## config.mk

```make
export PLATFORM = sky130hd
export DESIGN_NAME = ctrl_pipe_exc
export DESIGN_NICKNAME = d
export VERILOG_FILES = /design/src/rtl/ctrl_pipe_exc.sv
export SDC_FILE = /design/constraint.sdc
export NUM_CORES = 1
export LEC_CHECK = 0
export ABC_AREA = 1
export CORE_ASPECT_RATIO = 1.2
export CORE_MARGIN = 2
export CORE_UTILIZATION = 51
export DETAILED_ROUTE_END_ITERATION = 10
export PLACE_DENSITY = 0.84
export SYNTH_ARGS = -nofsm -noshare
export SYNTH_HDL_FRONTEND = slang
export SYNTH_SLANG_ARGS = --single-unit
```

## constraint.sdc

```tcl
create_clock -name clk -period 2.3 [get_ports clk]
set_input_delay 0.46 -clock clk [delete_from_list [all_inputs] [get_ports clk]]
set_output_delay 0.46 -clock clk [all_outputs]
set_load 0.02 [all_outputs]
```

## src/rtl/ctrl_pipe_exc.sv

```systemverilog
// ctrl_pipe_exc: control-word pipeline (NSTAGE stage registers after decode,
// stage 0 = E) with per-stage stall/flush and precise exception sequencing
// at stage EXC_STAGE: invalid opcodes, external interrupts and rti become
// one-cycle PC redirects; EPC, cause and the RUN/HANDLER state live here.
// Optional feature macro: CTRL_PIPE_IRQ_EN (interrupt latch and cause=2).
module ctrl_pipe_exc #(
    parameter int          CW        = 36,
    parameter int          NSTAGE    = 3,
    parameter int          EXC_STAGE = 1,
    parameter logic [31:0] VEC       = 32'h0000_0180
) (
    input  logic                 clk,
    input  logic                 reset,
    input  logic [CW-1:0]        ctrl_d,
    input  logic                 valid_d,
    input  logic [31:0]          pc_d,
    input  logic                 invalid_d,
    input  logic                 rti_d,
    input  logic                 irq,
    input  logic [NSTAGE-1:0]    stall,
    input  logic [NSTAGE-1:0]    flush,
    output logic [NSTAGE*CW-1:0] ctrl_q,
    output logic [NSTAGE-1:0]    valid_q,
    output logic                 redir,
    output logic [31:0]          redir_pc,
    output logic [31:0]          epc,
    output logic [1:0]           cause,
    output logic                 in_handler
);

    typedef enum logic {
        RUN     = 1'b0,
        HANDLER = 1'b1
    } state_t;

    state_t      state_reg;
    logic        redir_reg;
    logic [31:0] redir_pc_reg;
    logic [31:0] epc_reg;
    logic [1:0]  cause_reg;
    logic        pending;

    // Flattened view of every stage so neighbours and the commit logic can
    // read them without reaching into generate scopes.
    logic [NSTAGE-1:0] valid_vec;
    logic [NSTAGE-1:0] inv_vec;
    logic [NSTAGE-1:0] rti_vec;
    logic [31:0]       pc_vec [NSTAGE];

    logic eval_ok;
    logic ev_invalid;
    logic ev_return;
    logic ev_irq;
    logic ev_any;

    // Classify the instruction sitting in the commit stage; invalid beats
    // rti beats interrupt, and rti outside the handler counts as invalid.
    always_comb begin
        eval_ok    = valid_vec[EXC_STAGE] && !stall[EXC_STAGE];
        ev_invalid = eval_ok && (inv_vec[EXC_STAGE] ||
                                 (rti_vec[EXC_STAGE] && state_reg == RUN));
        ev_return  = eval_ok && !inv_vec[EXC_STAGE] && rti_vec[EXC_STAGE] &&
                     state_reg == HANDLER;
        ev_irq     = eval_ok && !inv_vec[EXC_STAGE] && !rti_vec[EXC_STAGE] &&
                     pending && state_reg == RUN;
        ev_any     = ev_invalid || ev_return || ev_irq;
    end

    genvar gi;
    generate
        for (gi = 0; gi < NSTAGE; gi++) begin : g_stage
            // Stages up to the commit stage are squashed by an event; the
            // one right after it takes a bubble so the event never commits.
            localparam bit SQUASH_EN = (gi <= EXC_STAGE + 1);

            logic [CW-1:0] ctrl_reg;
            logic          valid_reg;
            logic [31:0]   pc_reg;
            logic          inv_reg;
            logic          rti_reg;

            logic [CW-1:0] ctrl_in;
            logic          valid_in;
            logic [31:0]   pc_in;
            logic          inv_in;
            logic          rti_in;

            if (gi == 0) begin : g_src_decode
                assign ctrl_in  = ctrl_d;
                assign valid_in = valid_d;
                assign pc_in    = pc_d;
                assign inv_in   = invalid_d;
                assign rti_in   = rti_d;
            end else begin : g_src_prev
                assign ctrl_in  = g_stage[gi-1].ctrl_reg;
                assign valid_in = valid_vec[gi-1];
                assign pc_in    = pc_vec[gi-1];
                assign inv_in   = inv_vec[gi-1];
                assign rti_in   = rti_vec[gi-1];
            end

            // Stage register: stall holds (and masks flush/squash), flush or
            // squash clears, otherwise advance from the previous stage.
            always_ff @(posedge clk) begin
                if (reset) begin
                    ctrl_reg  <= '0;
                    valid_reg <= 1'b0;
                    pc_reg    <= '0;
                    inv_reg   <= 1'b0;
                    rti_reg   <= 1'b0;
                end else if (stall[gi]) begin
                    ctrl_reg  <= ctrl_reg;
                    valid_reg <= valid_reg;
                    pc_reg    <= pc_reg;
                    inv_reg   <= inv_reg;
                    rti_reg   <= rti_reg;
                end else if (flush[gi] || (SQUASH_EN && ev_any)) begin
                    ctrl_reg  <= '0;
                    valid_reg <= 1'b0;
                    pc_reg    <= '0;
                    inv_reg   <= 1'b0;
                    rti_reg   <= 1'b0;
                end else begin
                    ctrl_reg  <= ctrl_in;
                    valid_reg <= valid_in;
                    pc_reg    <= pc_in;
                    inv_reg   <= inv_in;
                    rti_reg   <= rti_in;
                end
            end

            assign valid_vec[gi]          = valid_reg;
            assign inv_vec[gi]            = inv_reg;
            assign rti_vec[gi]            = rti_reg;
            assign pc_vec[gi]             = pc_reg;
            assign ctrl_q[gi*CW +: CW]    = ctrl_reg;
            assign valid_q[gi]            = valid_reg;
        end
    endgenerate

`ifdef CTRL_PIPE_IRQ_EN
    logic pending_reg;
    assign pending = pending_reg;
`else
    assign pending = 1'b0;
`endif

    // Exception FSM: redirect pulse, target, EPC/cause and RUN/HANDLER.
    // The pending latch is cleared by the interrupt it causes, which takes
    // precedence over a fresh irq seen on the same edge.
    always_ff @(posedge clk) begin
        if (reset) begin
            state_reg    <= RUN;
            redir_reg    <= 1'b0;
            redir_pc_reg <= '0;
            epc_reg      <= '0;
            cause_reg    <= 2'd0;
`ifdef CTRL_PIPE_IRQ_EN
            pending_reg  <= 1'b0;
`endif
        end else begin
            redir_reg <= ev_any;
            if (ev_invalid) begin
                epc_reg      <= pc_vec[EXC_STAGE];
                cause_reg    <= 2'd1;
                state_reg    <= HANDLER;
                redir_pc_reg <= VEC;
            end else if (ev_return) begin
                state_reg    <= RUN;
                redir_pc_reg <= epc_reg;
            end
`ifdef CTRL_PIPE_IRQ_EN
            else if (ev_irq) begin
                epc_reg      <= pc_vec[EXC_STAGE];
                cause_reg    <= 2'd2;
                state_reg    <= HANDLER;
                redir_pc_reg <= VEC;
            end
            if (ev_irq) begin
                pending_reg <= 1'b0;
            end else if (irq && state_reg == RUN) begin
                pending_reg <= 1'b1;
            end
`endif
        end
    end

    assign redir      = redir_reg;
    assign redir_pc   = redir_pc_reg;
    assign epc        = epc_reg;
    assign cause      = cause_reg;
    assign in_handler = (state_reg == HANDLER);

    // Last-stage side fields have no consumer, and irq is unused when the
    // interrupt feature is compiled out.
    logic unused_bits;
    assign unused_bits = ^{irq, pc_vec[NSTAGE-1], inv_vec[NSTAGE-1], rti_vec[NSTAGE-1]};

endmodule
```

# Word-level counts from Yosys, hierarchy flattened
# Index checks and enable logic that the tools add are counted.
dict set report word_totals {
  out_inout_bits 179
  elab_cells 50
  register_bits 246
  in_bits 80
}
dict set report op_classes {
  n_reduce_logical 15
  n_mux 16
  bitwise_logic 1
}
# operator n
set ops {}
lappend ops {{$mux W36} 3}
lappend ops {{$mux W32} 2}
lappend ops {{$mux W9} 2}
lappend ops {{$mux W1} 9}
lappend ops {{$logic_and A1 B1 Y1} 6}
lappend ops {{$logic_or A1 B1 Y1} 5}
lappend ops {{$logic_not A1 Y1} 2}
lappend ops {{$reduce_bool A2 Y1} 1}
lappend ops {{$reduce_or A2 Y1} 1}
lappend ops {{$not A1 Y1} 1}

# Logic depth before layout (Yosys ltp)
dict set report logic_depth {
  word_depth 8
  ltp_mapped 8
  mapped_depth_nobuf 7
}

# Least setup slack after synthesis
# OpenSTA, ideal clock, no wires.
dict set report synth_path {
  path_type {input to register}
  startpoint {input stall[0]}
  endpoint {register g_stage[0].ctrl_reg[0]}
  slack_ns 0.967
  path_buffers 2
  t_arrival_ns 1.205
  setup_time_ns 0.128
  path_stages 4
  t_required_ns 2.172
  cell_sequence {inv_1 > clkbuf_1 > clkbuf_1 > a21oi_1}
}
# item line
set synth_rtl {}
lappend synth_rtl {{start, declared} 20} ;# input logic [NSTAGE-1:0] stall,
lappend synth_rtl {{end signal, assigned} 112} ;# ctrl_reg <= ctrl_reg;
lappend synth_rtl {{end signal, assigned} 124} ;# ctrl_reg <= ctrl_in;
lappend synth_rtl {{end, declared} 76} ;# logic [CW-1:0] ctrl_reg;
# No word-level cell between the ends.

# Worst setup path after layout
dict set report layout_path {
  startpoint {register g_stage[0].ctrl_reg[19]}
  endpoint {output ctrl_q[19]}
}
# item line
set layout_rtl {}
lappend layout_rtl {{end, declared} 22} ;# output logic [NSTAGE*CW-1:0] ctrl_q,
# No word-level cell between the ends.

==> flow_metrics.env <==
export IMPL_swShare_pct=24.0
export IMPL_reg2regPathDepth=7
export IMPL_power_density_nw_per_um2=774
export IMPL_report_final_slew_viol_count=0
export IMPL_hpwl_mm=15.9
export IMPL_holdPathStages=2
export IMPL_num_nets_final=1394
export IMPL_post_cts_setup_buffer_count=0
export IMPL_switching_power_mw=2.35
export IMPL_finalSetupTns_ps=0
export IMPL_vias=8959
export IMPL_drc=0
export IMPL_die_x_um=126
export IMPL_cp_max_fo=3
export IMPL_cts_resized=0
export IMPL_min_to="cause[0]"
export IMPL_avgRoutedWirePerCell_um=16.5
export IMPL_synth_seq_area_share_pct=53.7
export IMPL_drt_wl_total_mm=25.7
export IMPL_synth_commonest_cells="246 x dfxtp_1, 243 x a21oi_1, 211 x nand3_1, 209 x o21ai_0, 73 x nand2_1"
export IMPL_setup_viol=0
export IMPL_path_depth=1
export IMPL_synth_edf_count=0
export IMPL_gp_congestion=0.802
export IMPL_seqPwrFrac_pct=46.6
export IMPL_clock_latency_ps=500
export IMPL_cts_root_buf="clkbuf_16"
export IMPL_p_int_mw=7.46
export IMPL_die_area_um2=19100
export IMPL_r2r_slack_ps=830
export IMPL_ys_async_sr_fraction_pct=0
export IMPL_coreArea_um2=17600
export IMPL_crit_family="buffers and inverters"
export IMPL_skew_ps=8.74
export IMPL_drtAntennaViolNets=0
export IMPL_synth_cells=1131
export IMPL_synth_top_cells_by_area="dfxtp_1 54%, a21oi_1 13%, nand3_1 12%"
export IMPL_synth_top_area_cell="dfxtp_1"
export IMPL_cts_buffer_depth=3
export IMPL_max_freq_mhz=499
export IMPL_rsz0062_at_grt="false"
export IMPL_timing_final_crit_period_ps=2000
export IMPL_start_util_pct=52.2
export IMPL_grtUsageTotal_pct=25.8
export IMPL_grt_pass1_wl_mm=41.6
export IMPL_clock_power_share_pct=42.1
export IMPL_cts_clk_slew_worst_paths_ps=70
export IMPL_synth_most_common_cell="dfxtp_1"
export IMPL_drive_above_1_share_pct=5.86
export IMPL_antenna_found_initial=0
export IMPL_pin_count=259
export IMPL_hold_viol_final=0
export IMPL_synth_nets=1211
export IMPL_reg2reg_from="g_stage[1].valid_reg"
export IMPL_largest_register_ffs=108
export IMPL_synth_top_area_share_pct=53.7
export IMPL_drt_iter0_markers=680
export IMPL_portBuffers=256
export IMPL_area_growth_pct=38.1
export IMPL_slowest_delay_ps=680
export IMPL_yosysWarnings=0
export IMPL_n_antenna_cell=0
export IMPL_clock_sinks=246
export IMPL_crit_required_ps=1840
export IMPL_grt_max_degree=107
export IMPL_cp_arrival_ps=1540
export IMPL_die_y_um=151
export IMPL_synth_seq_cells=246
export IMPL_hold_start="cause[0]"
export IMPL_end_kind="output port"
export IMPL_power_leakage_nw=4.44
export IMPL_hold_path_class="reg2reg"
export IMPL_postSynthAreaPerCell_um2=8.11
export IMPL_max_cap_violations=0
export IMPL_drt_pass1_iterations=5
export IMPL_peakVddDrop_uv=574
export IMPL_critPathBufInv=1
export IMPL_status="complete, no violations"
export IMPL_overflow=0
export IMPL_synth_ff_type="dfxtp_1"
export IMPL_setup_worst_path_start_class="flop"
export IMPL_grt_pass1_vias=8341
export IMPL_post_route_period_util_pct=87.1
export IMPL_comb_power_share_pct=11.3
export IMPL_worstSetupPathType="reg2out"
export IMPL_reg2reg_to="g_stage[0].ctrl_reg[10]"
export IMPL_num_rows=53
export IMPL_num_fill_cells=1353
export IMPL_path_cells="clkdlybuf4s50_1"
export IMPL_numCtsBuffers=24
export IMPL_ctsHoldBuffers=0
export IMPL_cp_slowest_cell="clkdlybuf4s50_1"
export IMPL_synth_cell_types=18
export IMPL_fin_total_pwr_mw=9.81
export IMPL_synth_cell_area_um2=9180
export IMPL_h_tree_depth=1
export IMPL_cts_tree="yes"
export IMPL_vias_per_cell=5.78
[how the worst max path moves through the flow]
| stage | endpoint | slack (ps) | from |
|---|---|---|---|
| finish | ctrl_q[19] | 300 | g_stage[0].ctrl_reg[19] |
| CTS | ctrl_q[19] | 280 | g_stage[0].ctrl_reg[19] |
| detailed placement | g_stage[2].ctrl_reg[1] | 350 | stall[1] |
| global route | ctrl_q[19] | 240 | g_stage[0].ctrl_reg[19] |
| global placement | redir_pc[5] | 380 | stall[1] |
| floorplan | g_stage[0].ctrl_reg[0] | 970 | stall[0] |
[per-stage QoR]
stage	cell area, um2	utilization, %	hold slack (ps)	cells	setup slack, ps
after floorplan	9180	-	452	1131	967
after global placement	11800	67.3	436	1508	379
after detailed placement	11800	67.3	450	1508	345
after CTS	12700	72.1	460	1551	278
after global routing	12700	72.1	487	1551	235
final	12700	72.1	457	1551	296
[cell type report]
| class | count | area (um2) | area share [%] |
|---|---|---|---|
| Sequential cell | 246 | 4920 | 38.9 |
| Multi-Input combinational cell | 748 | 3670 | 28.9 |
| Timing Repair Buffer | 280 | 2910 | 22.9 |
| Clock buffer | 34 | 719 | 5.68 |
| Tap cell | 220 | 275 | 2.17 |
| Clock inverter | 9 | 124 | 0.977 |
| Inverter | 14 | 58.8 | 0.464 |
[cell usage in the layout, fill, tap and decap left out]
master / netlist / final
clkdlybuf4s50_1: 0 / 256
dfxtp_1: 246 / 246
a21oi_1: 243 / 243
nand3_1: 211 / 211
o21ai_0: 209 / 209
nand2_1: 73 / 72
clkbuf_16: 0 / 25
buf_12: 0 / 13
buf_4: 15 / 11
inv_2: 6 / 6
clkinv_2: 0 / 6
clkbuf_8: 0 / 6
inv_1: 7 / 5
nor2_1: 6 / 5
clkbuf_1: 67 / 3
bufinv_16: 0 / 3
inv_4: 0 / 2
nor3_1: 2 / 2
nor2_4: 1 / 1
nand2_4: 0 / 1
nand3_2: 1 / 1
nor2_2: 0 / 1
nand2_2: 1 / 1
conb_1: 1 / 1
clkinv_4: 0 / 1
[tightest hold or removal path, cell delays in order (launching register included)]
cell and delay (ps):
dfxtp_1 310, inv_1 50, a21oi_1 50
[power by group through the flow]
stage	combinational [mW]	sequential (mW)	clock, mW
global placement	1.08	4.66	0
detailed placement	1.10	4.66	0
global route	1.20	4.59	4.38
finish	1.11	4.57	4.13
CTS	1.11	4.57	4.19
floorplan	0.454	4.78	0
[logic make-up (layout without fill, tap and decap cells)]
group,Yosys count,count (layout),share of synthesized area (%)
buf+inv,137,337,6.50
simple gates,295,295,15.1
compound gates,452,452,24.6
other cells,1,1,0.0409
flops,246,246,53.7
[routing by layer]
layer  share of wire (%)  GRT usage, %  up-vias
li1                    -             -     4335
met1                  40          32.4     4190
met2                  49          44.5      382
met3                 8.2          5.65       52
met4                 2.8          8.24        0
met5                   0             0        -
Note: power is estimated with default switching activity, not from simulation.
